[src/rtl/charge_bay_scheduler_pkg.sv]
// rtl/charge_bay_scheduler_pkg.sv - shared types, mode codes and mode-to-rate decode for the charge bay scheduler
//
// Package charge_pkg:
//   state_e      scheduler FSM state encoding (IDLE, GRANT, CHARGE, RELEASE)
//   MODE_*       bay mode codes understood by the scheduler
//   RATE_*       charge counter rate per cycle for each mode
//   mode_rate()  decodes a bay mode into a counter rate; 0 means invalid mode
package charge_pkg;

  typedef enum logic [1:0] {
    ST_IDLE    = 2'd0,
    ST_GRANT   = 2'd1,
    ST_CHARGE  = 2'd2,
    ST_RELEASE = 2'd3
  } state_e;

  localparam logic [3:0] MODE_NORMAL = 4'b0010;
  localparam logic [3:0] MODE_FAST   = 4'b1010;

  localparam logic [3:0] RATE_NORMAL = 4'd1;
  localparam logic [3:0] RATE_FAST   = 4'd5;

  // A rate of zero never occurs for a valid mode, so it doubles as the
  // "invalid mode" marker.
  function automatic logic [3:0] mode_rate(input logic [3:0] mode);
    logic [3:0] rate;
    case (mode)
      MODE_NORMAL: rate = RATE_NORMAL;
      MODE_FAST:   rate = RATE_FAST;
      default:     rate = 4'd0;
    endcase
    return rate;
  endfunction

endpackage

[src/rtl/charge_bay_scheduler_if.sv]
// rtl/charge_bay_scheduler_if.sv - bay-side and counter-side signal bundle of the charge bay scheduler
//
// Interface charge_bay_if #(NUM_BAYS):
//   BayRequest    [NUM_BAYS]    bay b wants charge (level)
//   BayMode       [4*NUM_BAYS]  mode of bay b in bits [4b+3:4b]
//   BayDone       [NUM_BAYS]    bay b full / unplugged (level)
//   Grant         [NUM_BAYS]    one-hot granted bay
//   ActiveBay     [3]           index of granted bay, valid while Grant != 0
//   CounterEnable [1]           charge counter enable
//   CounterInput  [4]           counter rate per cycle
//   ModeError     [NUM_BAYS]    one-cycle pulse: bay skipped for invalid mode
// Modports: master = bay logic / counter side, slave = scheduler.
interface charge_bay_if #(
  parameter int NUM_BAYS = 4
);

  logic [NUM_BAYS-1:0]   BayRequest;
  logic [4*NUM_BAYS-1:0] BayMode;
  logic [NUM_BAYS-1:0]   BayDone;
  logic [NUM_BAYS-1:0]   Grant;
  logic [2:0]            ActiveBay;
  logic                  CounterEnable;
  logic [3:0]            CounterInput;
  logic [NUM_BAYS-1:0]   ModeError;

  modport master (
    output BayRequest, BayMode, BayDone,
    input  Grant, ActiveBay, CounterEnable, CounterInput, ModeError
  );

  modport slave (
    input  BayRequest, BayMode, BayDone,
    output Grant, ActiveBay, CounterEnable, CounterInput, ModeError
  );

endinterface

[src/rtl/charge_bay_scheduler_rr_picker.sv]
// rtl/charge_bay_scheduler_rr_picker.sv - combinational round-robin priority encoder
//
// Module rr_picker #(N):
//   Eligible  in  [N]  candidate vector
//   RrPtr     in  [3]  first index to consider (must be < N)
//   Pick      out [N]  one-hot first eligible index at or after RrPtr, wrapping
//   PickIdx   out [3]  binary index of Pick
//   AnyValid  out [1]  Eligible has at least one bit set
module rr_picker #(
  parameter int N = 4
) (
  input  logic [N-1:0] Eligible,
  input  logic [2:0]   RrPtr,
  output logic [N-1:0] Pick,
  output logic [2:0]   PickIdx,
  output logic         AnyValid
);

  logic found;
  int   j;

  always_comb begin
    Pick     = '0;
    PickIdx  = '0;
    AnyValid = |Eligible;
    found    = 1'b0;
    j        = 0;
    for (int i = 0; i < N; i++) begin
      j = int'(RrPtr) + i;
      if (j >= N) begin
        j = j - N;
      end
      if (!found && Eligible[j]) begin
        found    = 1'b1;
        Pick[j]  = 1'b1;
        PickIdx  = 3'(j);
      end
    end
  end

endmodule

[src/rtl/charge_bay_scheduler.sv]
// rtl/charge_bay_scheduler.sv - round-robin time-slicing of the single charge counter among vehicle bays
//
// Module charge_bay_scheduler #(NUM_BAYS, SLICE_CYCLES):
//   Clock   in  rising-edge clock
//   ResetN  in  asynchronous active-low reset
//   bus     charge_bay_if.slave: bay requests/modes/done in; Grant, ActiveBay,
//           CounterEnable, CounterInput, ModeError out (all registered)
// Optional feature macro: CHARGE_FAST_PRIORITY_EN -- fast-mode bays are picked
// ahead of normal bays (round-robin within each class, shared pointer).
module charge_bay_scheduler
  import charge_pkg::*;
#(
  parameter int NUM_BAYS     = 4,
  parameter int SLICE_CYCLES = 16
) (
  input  logic        Clock,
  input  logic        ResetN,
  charge_bay_if.slave bus
);

  localparam logic [1:0] IDLE    = ST_IDLE;
  localparam logic [1:0] GRANT   = ST_GRANT;
  localparam logic [1:0] CHARGE  = ST_CHARGE;
  localparam logic [1:0] RELEASE = ST_RELEASE;

  localparam logic [11:0] SLICE_LAST = 12'(SLICE_CYCLES - 1);
  localparam logic [2:0]  LAST_BAY   = 3'(NUM_BAYS - 1);

  logic [1:0]          state;
  logic [2:0]          rr_ptr;
  logic [11:0]         slice_cnt;
  logic [3:0]          rate_q;
  logic [2:0]          granted_idx;
  logic [NUM_BAYS-1:0] grant_q;
  logic [2:0]          active_q;
  logic                cnt_en_q;
  logic [3:0]          cnt_in_q;
  logic [NUM_BAYS-1:0] mode_err_q;

  logic [NUM_BAYS-1:0] eligible;
  logic [NUM_BAYS-1:0] sel_pick;
  logic [2:0]          sel_idx;
  logic                sel_any;
  logic [3:0]          sel_mode;
  logic [3:0]          sel_rate;
  logic                slice_exit;

  function automatic logic [2:0] next_ptr(input logic [2:0] b);
    return (b == LAST_BAY) ? 3'd0 : b + 3'd1;
  endfunction

  assign eligible = bus.BayRequest & ~bus.BayDone;

`ifdef CHARGE_FAST_PRIORITY_EN
  logic [NUM_BAYS-1:0] fast_eligible;
  logic [NUM_BAYS-1:0] fast_pick;
  logic [2:0]          fast_idx;
  logic                fast_any;
  logic [NUM_BAYS-1:0] all_pick;
  logic [2:0]          all_idx;
  logic                all_any;

  always_comb begin
    fast_eligible = '0;
    for (int b = 0; b < NUM_BAYS; b++) begin
      fast_eligible[b] = eligible[b] && (bus.BayMode[4*b +: 4] == MODE_FAST);
    end
  end

  rr_picker #(.N(NUM_BAYS)) u_pick_fast (
    .Eligible (fast_eligible),
    .RrPtr    (rr_ptr),
    .Pick     (fast_pick),
    .PickIdx  (fast_idx),
    .AnyValid (fast_any)
  );

  rr_picker #(.N(NUM_BAYS)) u_pick_all (
    .Eligible (eligible),
    .RrPtr    (rr_ptr),
    .Pick     (all_pick),
    .PickIdx  (all_idx),
    .AnyValid (all_any)
  );

  // Any eligible fast bay wins over the plain round-robin choice.
  assign sel_pick = fast_any ? fast_pick : all_pick;
  assign sel_idx  = fast_any ? fast_idx  : all_idx;
  assign sel_any  = all_any;
`else
  rr_picker #(.N(NUM_BAYS)) u_pick_all (
    .Eligible (eligible),
    .RrPtr    (rr_ptr),
    .Pick     (sel_pick),
    .PickIdx  (sel_idx),
    .AnyValid (sel_any)
  );
`endif

  always_comb begin
    sel_mode = '0;
    for (int b = 0; b < NUM_BAYS; b++) begin
      if (sel_pick[b]) begin
        sel_mode = bus.BayMode[4*b +: 4];
      end
    end
  end

  assign sel_rate = mode_rate(sel_mode);

  // grant_q is one-hot on the granted bay, so masking avoids indexing with
  // a 3-bit bay number into a narrower vector.
  assign slice_exit = (slice_cnt == SLICE_LAST)
                   || ~|(bus.BayRequest & grant_q)
                   ||  |(bus.BayDone & grant_q);

  always_ff @(posedge Clock or negedge ResetN) begin
    if (!ResetN) begin
      state       <= IDLE;
      rr_ptr      <= '0;
      slice_cnt   <= '0;
      rate_q      <= '0;
      granted_idx <= '0;
      grant_q     <= '0;
      active_q    <= '0;
      cnt_en_q    <= 1'b0;
      cnt_in_q    <= '0;
      mode_err_q  <= '0;
    end else begin
      mode_err_q <= '0;
      case (state)
        IDLE: begin
          if (sel_any) begin
            if (sel_rate != 4'd0) begin
              grant_q     <= sel_pick;
              active_q    <= sel_idx;
              granted_idx <= sel_idx;
              rate_q      <= sel_rate;
              state       <= GRANT;
            end else begin
              // Skip the bay for this turn; it is retried on its next turn.
              mode_err_q <= sel_pick;
              rr_ptr     <= next_ptr(sel_idx);
            end
          end
        end
        GRANT: begin
          slice_cnt <= '0;
          cnt_en_q  <= 1'b1;
          cnt_in_q  <= rate_q;
          state     <= CHARGE;
        end
        CHARGE: begin
          if (slice_exit) begin
            grant_q  <= '0;
            active_q <= '0;
            cnt_en_q <= 1'b0;
            cnt_in_q <= '0;
            state    <= RELEASE;
          end else begin
            slice_cnt <= slice_cnt + 12'd1;
          end
        end
        RELEASE: begin
          rr_ptr <= next_ptr(granted_idx);
          state  <= IDLE;
        end
        default: state <= IDLE;
      endcase
    end
  end

  assign bus.Grant         = grant_q;
  assign bus.ActiveBay     = active_q;
  assign bus.CounterEnable = cnt_en_q;
  assign bus.CounterInput  = cnt_in_q;
  assign bus.ModeError     = mode_err_q;

endmodule

[src/flat_wrapper.sv]
// flat-port wrapper written by rule: the top's interface ports become plain ports
module charge_bay_scheduler_flat import charge_pkg::*;
#(
  parameter int NUM_BAYS     = 4,
  parameter int SLICE_CYCLES = 16
)
  (Clock, ResetN, bus_BayRequest, bus_BayMode, bus_BayDone, bus_Grant, bus_ActiveBay, bus_CounterEnable, bus_CounterInput, bus_ModeError);
  charge_bay_if #(.NUM_BAYS(NUM_BAYS)) bus_i ();
  input  logic Clock;
  input  logic ResetN;
  input wire logic [$bits(bus_i.BayRequest)-1:0] bus_BayRequest;
  input wire logic [$bits(bus_i.BayMode)-1:0] bus_BayMode;
  input wire logic [$bits(bus_i.BayDone)-1:0] bus_BayDone;
  output wire logic [$bits(bus_i.Grant)-1:0] bus_Grant;
  output wire logic [$bits(bus_i.ActiveBay)-1:0] bus_ActiveBay;
  output wire logic [$bits(bus_i.CounterEnable)-1:0] bus_CounterEnable;
  output wire logic [$bits(bus_i.CounterInput)-1:0] bus_CounterInput;
  output wire logic [$bits(bus_i.ModeError)-1:0] bus_ModeError;
  assign bus_i.BayRequest = bus_BayRequest;
  assign bus_i.BayMode = bus_BayMode;
  assign bus_i.BayDone = bus_BayDone;
  assign bus_Grant = bus_i.Grant;
  assign bus_ActiveBay = bus_i.ActiveBay;
  assign bus_CounterEnable = bus_i.CounterEnable;
  assign bus_CounterInput = bus_i.CounterInput;
  assign bus_ModeError = bus_i.ModeError;
  charge_bay_scheduler #(.NUM_BAYS(NUM_BAYS), .SLICE_CYCLES(SLICE_CYCLES)) u_core (.Clock(Clock), .ResetN(ResetN), .bus(bus_i));
endmodule
[config.mk]
export PLATFORM = sky130hd
export DESIGN_NAME = charge_bay_scheduler_flat
export DESIGN_NICKNAME = d
export VERILOG_FILES = /design/src/rtl/charge_bay_scheduler_pkg.sv /design/src/rtl/charge_bay_scheduler_if.sv /design/src/rtl/charge_bay_scheduler_rr_picker.sv /design/src/rtl/charge_bay_scheduler.sv /design/src/flat_wrapper.sv
export SDC_FILE = /design/constraint.sdc
export NUM_CORES = 1
export LEC_CHECK = 0
export CAP_MARGIN = 10
export CORE_ASPECT_RATIO = 1.5
export CORE_MARGIN = 2
export CORE_UTILIZATION = 25
export CTS_BUF_LIST = sky130_fd_sc_hd__clkbuf_8 sky130_fd_sc_hd__clkbuf_16
export DETAILED_ROUTE_END_ITERATION = 7
export PLACE_DENSITY = 0.48
export SLEW_MARGIN = 10
export SYNTH_ARGS = -nofsm -noshare
export SYNTH_HDL_FRONTEND = slang
export SYNTH_SLANG_ARGS = --single-unit
[constraint.sdc]
create_clock -name Clock -period 3.9 [get_ports Clock]
set_input_delay 0.585 -clock Clock [delete_from_list [all_inputs] [get_ports Clock]]
set_output_delay 0.585 -clock Clock [all_outputs]
set_load 0.02 [all_outputs]
# Yosys cells after proc, flatten, opt, wreduce, memory -nomap -nowiden
# Cells that the tools add are included.
dict set report op_classes {
  muxes 65
  n_eq_ne 13
  n_addsub 10
  n_reduce_logical 27
  bitwise_logic 7
  order_cmp 12
}
# op count
set ops {}
lappend ops {{$ge A32 B1 Y1 const B} 4}
lappend ops {{$lt A32 B4 Y1 const B} 4}
lappend ops {{$mux W32} 4}
lappend ops {{$mux W4} 14}
lappend ops {{$mux W3} 11}
lappend ops {{$pmux W12 S2} 1}
lappend ops {{$pmux W3 S2} 3}
lappend ops {{$mux W1} 16}
lappend ops {{$pmux W4 S2} 2}
lappend ops {{$sub A4 B3 Y5 const B} 3}
lappend ops {{$add A12 B1 Y12 const B} 1}
lappend ops {{$and A4 B4 Y4} 3}
lappend ops {{$eq A12 B4 Y1 const B} 1}
lappend ops {{$ge A4 B3 Y1 const B} 3}
lappend ops {{$mux W12} 1}
lappend ops {{$or A4 B4 Y4} 3}
lappend ops {{$reduce_or A4 Y1} 3}
lappend ops {{$reduce_and A3 Y1} 3}
lappend ops {{$add A3 B2 Y4 const B} 2}
lappend ops {{$bmux W1 S2} 4}
lappend ops {{$demux W1 S2} 4}
lappend ops {{$pmux W2 S4} 1}
lappend ops {{$logic_and A1 B1 Y1} 7}
lappend ops {{$add A3 B1 Y3 const B} 2}
lappend ops {{other kinds (20)} 34}
dict set report totals {
  inputBits 26
  word_cells 144
  register_bits 40
}

# Logic depth before layout (Yosys ltp)
# Gate-level depths: netlist of run 1.
dict set report logic_depth {
  depth_word 25
  ltp_mapped 12
  mapped_depth_nobuf 11
}

# Hierarchy
# A second synthesis of run 1 with hierarchy kept.
dict set report unflattened {
  hier_cells 270
  hier_area_um2 2606.2
}
# mod cells_per_inst instances area_each_um2
set by_module_without_submodules {}
lappend by_module_without_submodules {charge_bay_scheduler 188 1 1964.4}
lappend by_module_without_submodules {rr_picker 82 1 641.9}

# Worst setup path before layout of run 1
# OpenSTA, ideal clock, no wires.
dict set report synth_timing {
  path_type {register -> register}
  from {register u_core.rr_ptr[0]}
  to {register u_core.active_q[0], in the netlist u_core.bus.ActiveBay[0]}
  path_stages_with_launch 12
  required_ns 3.775
  synth_period_minus_slack_ns 3.197
  t_arrival_ns 3.072
  slack_ns 0.703
  setup_ns 0.125
  cell_sequence {dfrtp_1 > buf_2 > inv_1 > ha_1 > or4_1 > a21oi_2 > o211ai_1 > o211ai_4 > nor4_4 > o32a_4 > o211ai_4 > mux2_4}
}
dict set report synth_between {
  elab_chain_cells 24
}
# item line_no
set synth_lines {}
lappend synth_lines {{start, declared} charge_bay_scheduler.sv:30} ;# logic [2:0] rr_ptr;
lappend synth_lines {{start signal, assigned} charge_bay_scheduler.sv:143} ;# rr_ptr <= next_ptr(sel_idx);
lappend synth_lines {{start signal, assigned} charge_bay_scheduler.sv:165} ;# rr_ptr <= next_ptr(granted_idx);
lappend synth_lines {{parallel branches: the longest is 24 deep, another holds $ge A32 B1 Y1} n/a}
lappend synth_lines {{end signal, assigned} charge_bay_scheduler.sv:136} ;# active_q <= sel_idx;
lappend synth_lines {{end, declared} charge_bay_scheduler.sv:35} ;# logic [2:0] active_q;
# Several ways; the timed one is not identified. The select of a mux whose other input is x is not followed.
# A chain may end at the register's enable or synchronous reset.

# Worst setup path in the final report of run 1
dict set report layout_timing {
  from {register u_core.rr_ptr[1]}
  to {register u_core.granted_idx[1]}
}
dict set report layout_between {
  elab_chain_cells 23
}
# item line_no
set layout_lines {}
lappend layout_lines {{parallel branches: the longest is 23 deep, another holds $ge A32 B1 Y1} n/a}
lappend layout_lines {{end signal, assigned} charge_bay_scheduler.sv:137} ;# granted_idx <= sel_idx;
lappend layout_lines {{end, declared} charge_bay_scheduler.sv:33} ;# logic [2:0] granted_idx;
# Several ways; the timed one is not identified. The select of a mux whose other input is x is not followed.

==> results_dict.tcl, run 1 <==
set metrics [dict create \
    syn_avg_cell_area_um2 9.476 \
    antenna_found_initial 0 \
    detail-route-antenna-nets 0 \
    place.gp.congestion 0.8615 \
    clock_path_buffers 2 \
    overflow 0 \
    critical_path_class "reg2reg" \
    cts_setup_buffers 0 \
    ys_warn_count 0 \
    cp.required_ns 4.06 \
    portBuffers 39 \
    hpwl_um 5406 \
    h-tree-depth 2 \
    n_antenna_cell 0 \
    reg2reg_to "u_core.granted_idx[1]$_DFFE_PN0P_" \
    dr.first_iter.drc_count 104 \
    yosysMostFrequentCell "dfrtp_1" \
    root_buffer "clkbuf_16" \
    worst_pin_slew_ns 0.8124 \
    synth_common_cells "dfrtp_1, nand2_1, nor2_1" \
    drc 0 \
    synth-seq-cells 36 \
    initial_core_util 0.2557 \
    arrival_ns 3.55 \
    p_sw_mw 1.082 \
    swShare 0.4407 \
    drv_slew 0 \
    cts_sinks 36 \
    io_pins 42 \
    top_usage_layer "met2" \
    grtUsageTotal 0.1287 \
    status "completed" \
    routed_wl_um 6873 \
    fmax_mhz 294.9 \
    power_frac_comb 0.608 \
    p_per_area_mw_per_mm2 753.8 \
    async_flop_share 1.000 \
    synth_edf_count 0 \
    clock_skew_ns 0.005777 \
    area.growth.synth_to_final_pct 26.36 \
    synthFlopType "dfrtp_1" \
    synth.top_cells.by_area "dfrtp_1, ha_1, nand2_1" \
    grt_max_degree 37 \
    cts_resized 0 \
    finalHoldViolCount 0 \
    drive_above_1_share 0.1321 \
    cts_buffers 5 \
    hold_path_class "in2async" \
    final_nets 358 \
    p_seq_frac 0.233 \
    use_met3 0.01924 \
    utilization 0.3232 \
    cts_tree "done" \
    die_y_um 128.4 \
    cp-start-kind "flop" \
    r2r-start "u_core.rr_ptr[1]$_DFFE_PN0P_" \
    grt_first_pass_wirelength_um 11180 \
    syn_area_mm2 0.002577 \
    period_needed_ns 3.391 \
    cap_viol_max_count 0 \
    die_x_um 86.91 \
    grt_pass1_vias 2280 \
    grt_use_met2 0.2281 \
    vias 2207 \
    yosysUniqueCellTypes 57 \
    finalSetupViolations 0 \
    total_leakage_power_nw 1.406 \
    gr-usage-met1 0.1457 \
    end_kind "flop" \
    clkTransAtPathRegs_ns 0.06 \
    core_area_mm2 0.01008 \
    viasPerCell 5.074 \
    synth.largest_area_cell "dfrtp_1" \
    maxSlewHeadroom 0.4584 \
    drt_first_pass_iters 4 \
    synth_top_area_frac 0.3495 \
    wl_per_cell_um 15.80 \
    synthCells 272 \
    row_count 45 \
    fp.dieArea_mm2 0.01116 \
    reg2reg_slack_ns 0.51 \
    rsz0062_at_grt "no" \
    clock_latency_ns 0.28 \
    cts_hold_buffers 0 \
    finalSetupTns_ns 0 \
    pwr-share-clk 0.159 \
    synth.yosys.seq_area_share 0.3495 \
    fin_crit_sh 0.8696 \
    cp_max_fo 13 \
    ff2ff_path_depth 10 \
    p_int_mw 1.373 \
    vdd_drop_max_mv 0.2514 \
]
worst max-delay path, cell delays in order (launching register included):
cell and delay, ns:
dfrtp_1 0.65, inv_2 0.07, ha_1 0.39, or4_1 0.57, a21oi_2 0.22, o211ai_1 0.18, o211ai_4 0.17, a21o_1 0.21
o221ai_2 0.20, a21oi_4 0.27, mux2_1 0.34
cells in the final DEF, fill, tap and decap left out, types with 3 or more instances in the layout:
| cell type | n |
|---|---|
| a21oi_1 | 9 |
| a22oi_1 | 5 |
| a31oi_1 | 3 |
| a32oi_1 | 4 |
| and3_1 | 6 |
| buf_4 | 9 |
| clkbuf_16 | 5 |
| clkdlybuf4s50_1 | 38 |
| dfrtp_1 | 36 |
| ha_1 | 15 |
| inv_1 | 7 |
| mux2_1 | 3 |
| mux2_4 | 7 |
| mux2i_1 | 5 |
| nand2_1 | 29 |
| nand2b_1 | 7 |
| nand3_1 | 16 |
| nand4_1 | 3 |
| nor2_1 | 22 |
| nor2b_1 | 8 |
| nor3_1 | 7 |
| nor3b_1 | 3 |
| o211ai_1 | 3 |
| o21ai_0 | 12 |
| o31ai_1 | 3 |
| o41ai_1 | 3 |
| or3_1 | 4 |
| xor2_1 | 5 |
sequential cells by signal (all words and copies together), names as in the netlist:
register / cells
u_core.bus.ActiveBay: 3
u_core.bus.Grant: 4
u_core.bus.ModeError: 4
u_core.state: 2
u_core.granted_idx: 3
u_core.slice_cnt: 12
u_core.rate_q: 2
u_core.bus.CounterInput: 2
u_core.bus.CounterEnable: 1
u_core.rr_ptr: 3
stage by stage:
step	worst slack (ns)	std cells	hold slack [ns]	instance area (µm²)	power, mW
after floorplan	0.7033	273	0.2894	2581	1.629
after global placement	0.2244	427	0.4601	3113	2.073
after detailed placement	0.2121	427	0.4625	3113	2.077
after CTS	0.5050	435	0.4321	3257	2.481
after global routing	0.2814	435	0.4641	3257	2.643
final	0.5087	435	0.3923	3257	2.455
logic make-up after synthesis:
group                      count (synthesis)  share of synthesized area
DFF                                       36                     0.3495
buffers and inverters                     19                    0.03786
AOI/OAI and AO/OA                         60                     0.1922
adders and majority gates                 15                    0.07282
muxes                                     17                    0.09077
other                                      1                   0.001455
and+or+nand+nor                          119                     0.2384
xor gates and xnor gates                   5                    0.01699
power groups by stage:
stage	combinational [mW]	clock, mW	sequential, mW
after global routing	1.64	0.421	0.585
final	1.49	0.391	0.572
after CTS	1.50	0.402	0.576
after detailed placement	1.50	0	0.580
after floorplan	1.03	0	0.601
after global placement	1.49	0	0.578
metal layers:
metal  part of all wire  wire, µm  vias up
met1               0.40      2781     1065
met2               0.54      3684       55
met4              0.031       213        0
met5                  0         0        -
met3              0.028       194       15
li1                   -         -     1072
worst max path at each step:
stage                                            start                                  end  slack [ns]  depth (start not counted)
after global routing      u_core.rr_ptr[1]$_DFFE_PN0P_         u_core.rate_q[2]$_DFFE_PN0P_        0.28                         10
after detailed placement             bus_BayRequest[3]  u_core.bus.ActiveBay[1]$_DFFE_PN0P_        0.21                         10
final                     u_core.rr_ptr[1]$_DFFE_PN0P_    u_core.granted_idx[1]$_DFFE_PN0P_        0.51                         10
after floorplan           u_core.rr_ptr[0]$_DFFE_PN0P_  u_core.bus.ActiveBay[0]$_DFFE_PN0P_        0.70                         11
after global placement               bus_BayRequest[3]  u_core.bus.ActiveBay[1]$_DFFE_PN0P_        0.22                         10
after CTS                            bus_BayRequest[3]  u_core.bus.ActiveBay[1]$_DFFE_PN0P_        0.50                         10
layout make-up:
class	count	area [µm²]
clock buffers	5	125.1
clock inverters	3	18.77
fillers	1016	6822
inverters	8	30.03
multi-input cells	218	1583
flip-flops and latches	36	900.9
well taps	117	146.4
repair buffers	48	452.9
Note: power is estimated with default switching activity, not from simulation.
==> inputs of run 2 (changes only) <==
TNS_END_PERCENT = 100   (was unset)
==> results of run 2 <==
The final DEF is identical to that of run 1; final timing and power are the same.
==> inputs of run 3 (changes only) <==
GPL_ROUTABILITY_DRIVEN = 0   (was unset)
GPL_TIMING_DRIVEN = 0   (was unset)
==> results_dict.tcl, run 3 (synthesis results as in run 1) <==
set metrics [dict create \
    status "completed" \
    end_kind "flop" \
    final_nets 364 \
    dpl.cell_count 430 \
    largest_register_ffs 12 \
    drv_slew 0 \
    cap_viol_max_count 0 \
    pwr-share-clk 0.184 \
    viasPerCell 5.016 \
    cpPeakStageDelay_ns 0.55 \
    multi_input_area_mm2 0.001585 \
    core_area_mm2 0.01008 \
    grtUsageTotal 0.1289 \
    stdcell_count 441 \
    wl_per_cell_um 15.67 \
    critical_path_class "reg2reg" \
    cp_cell_sequence "buf_2 -> inv_1 -> ha_2 -> or4_1 -> a21oi_2 -> o211ai_1 -> o211ai_4 -> a21o_1 -> o221ai_2 -> a21oi_4 -> mux2_1" \
    grt_max_degree 23 \
    critPathBufInv 2 \
    clock_skew_ns 0.009464 \
    final_cell_mix "clkdlybuf4s50_1, dfrtp_1, nand2_1, nor2_1, nand3_1" \
    wl_met1_um 2781 \
    wl_met2_um 3693 \
    clock_latency_ns 0.28 \
    hpwl_um 5453 \
    period_needed_ns 3.700 \
    dr.first_iter.drc_count 57 \
    hold_path_class "in2async" \
    dr.max_layer_used "met4" \
    root_buffer "clkbuf_16" \
    routed_wl_um 6910 \
    max_flop_register "u_core.slice_cnt" \
    final_common_cell "clkdlybuf4s50_1" \
    clkTransAtPathRegs_ns 0.06 \
    place_area_mm2 0.003141 \
    p_per_area_mw_per_mm2 757.3 \
    io_pins 42 \
    cts_hold_buffers 0 \
    num-fill-cells 1050 \
    cts_tree "done" \
    n_antenna_cell 0 \
    die_y_um 128.4 \
    vias 2212 \
    worst_pin_slew_ns 1.089 \
    finalHoldViolCount 0 \
    swShare 0.4364 \
    total_leakage_power_nw 1.438 \
    h-tree-depth 2 \
    overflow 0 \
    cp-start-kind "flop" \
    cts_buffers 5 \
    cp.required_ns 4.07 \
    power_frac_comb 0.595 \
    detail-route-antenna-nets 0 \
    antenna_found_initial 0 \
    drt_first_pass_iters 4 \
    portBuffers 39 \
    grt_first_pass_wirelength_um 11410 \
    row_count 45 \
    dr_wl_met3_um 220 \
    initial_core_util 0.2557 \
    fmax_mhz 270.3 \
    regArea_um2 900.9 \
    p_int_mw 1.424 \
    grt_pass1_vias 2260 \
    slowest_stage "or4_1" \
    vdd_drop_max_mv 0.3849 \
    finalSetupViolations 0 \
    die_x_um 86.91 \
    maxSlewHeadroom 0.2645 \
    fin_crit_sh 0.9487 \
    p_sw_mw 1.103 \
    p_seq_frac 0.221 \
    drive_above_1_share 0.1389 \
    cts_sinks 36 \
    holdWs_ns 0.2150 \
    design_area_mm2 0.003337 \
    arrival_ns 3.87 \
    cp_max_fo 9 \
    crit_family "compound AO/OA/AOI/OAI gates" \
    power_mw 2.527 \
    area.growth.synth_to_final_pct 29.47 \
    drc 0 \
    clock_path_buffers 2 \
    fp.dieArea_mm2 0.01116 \
]
-- run 3: cell count changes in the layout (fill, tap and decap cells not counted) --
| cell | before | now |
|---|---|---|
| clkbuf_1 | 0 | 3 |
| buf_16 | 0 | 1 |
| ha_2 | 0 | 1 |
| buf_2 | 1 | 4 |
| clkinv_4 | 1 | 0 |
| clkinvlp_4 | 0 | 1 |
| bufinv_16 | 0 | 1 |
| clkinv_2 | 2 | 0 |
| buf_4 | 9 | 5 |
| ha_1 | 15 | 14 |
| buf_6 | 0 | 2 |
| inv_6 | 0 | 1 |
| buf_1 | 0 | 1 |
-- run 3: through the flow --
step                setup slack, ns  utilization   TNS (ns)
finish                       0.2001       0.3311          0
global route              -0.001928       0.3311  -0.001928
CTS                          0.1809       0.3286          0
detailed placement           0.1189       0.3116          0
global placement             0.1353       0.3094          0
floorplan                    0.7033            -          0
-- run 3: per-layer routing --
layer / vias to the layer above / GRT usage
met5: - / 0
met4: 0 / 0.05699
met3: 16 / 0.02309
met2: 46 / 0.2304
met1: 1061 / 0.1472
li1: 1089 / -
-- run 3: area by class of cell --
class	instances	area share
Multi-Input combinational cell	218	0.4751
Buffer	11	0.02025
Timing Repair Buffer	43	0.1305
Inverter	8	0.008999
Clock buffer	5	0.03750
Sequential cell	36	0.2700
Clock inverter	3	0.01387
Tap cell	117	0.04387
-- run 3: worst paths after layout --
kind,cells after the start,end,from,slack (ns)
worst max-delay path,11,u_core.granted_idx[1]$_DFFE_PN0P_,u_core.rr_ptr[0]$_DFFE_PN0P_,0.20
worst min-delay path,1,u_core.slice_cnt[8]$_DFFE_PN0P_,ResetN,0.21
worst max register to register,11,u_core.granted_idx[1]$_DFFE_PN0P_,u_core.rr_ptr[0]$_DFFE_PN0P_,0.20
worst min register to register,1,u_core.rate_q[0]$_DFFE_PN0P_,u_core.rate_q[0]$_DFFE_PN0P_,0.48
max in group asynchronous,2,u_core.state[0]$_DFFE_PN0P_,ResetN,3.24
min in group Clock,1,u_core.rate_q[0]$_DFFE_PN0P_,u_core.rate_q[0]$_DFFE_PN0P_,0.48
-- run 3: worst reg2reg max path, delay by kind of cell, from the launching register on --
family / cells / cell delay [ns]
adder cells (fa/ha/maj): 1 / 0.39
AO/OA/AOI/OAI: 6 / 1.37
flip-flops: 1 / 0.44
buffers and inverters: 2 / 0.50
AND/OR/NAND/NOR: 1 / 0.56
multiplexers: 1 / 0.35
-- run 3: timing repair --
| action | in CTS | in global routing |
|---|---|---|
| endpoints found under the hold margin | 0 | 0 |
| buffers inserted | 0 | 3 |
| setup endpoints to repair | 0 | 2 |
| resized for setup | 0 | 1 |
-- run 3: power groups by stage --
stage / Combinational (mW) / Clock, mW / Sequential, mW
3_5_place_dp: 1.49 / 0 / 0.568
3_3_place_gp: 1.48 / 0 / 0.568
5_1_grt: 1.66 / 0.491 / 0.577
6_report: 1.50 / 0.464 / 0.559
4_1_cts: 1.50 / 0.479 / 0.563
2_1_floorplan: 1.03 / 0 / 0.601
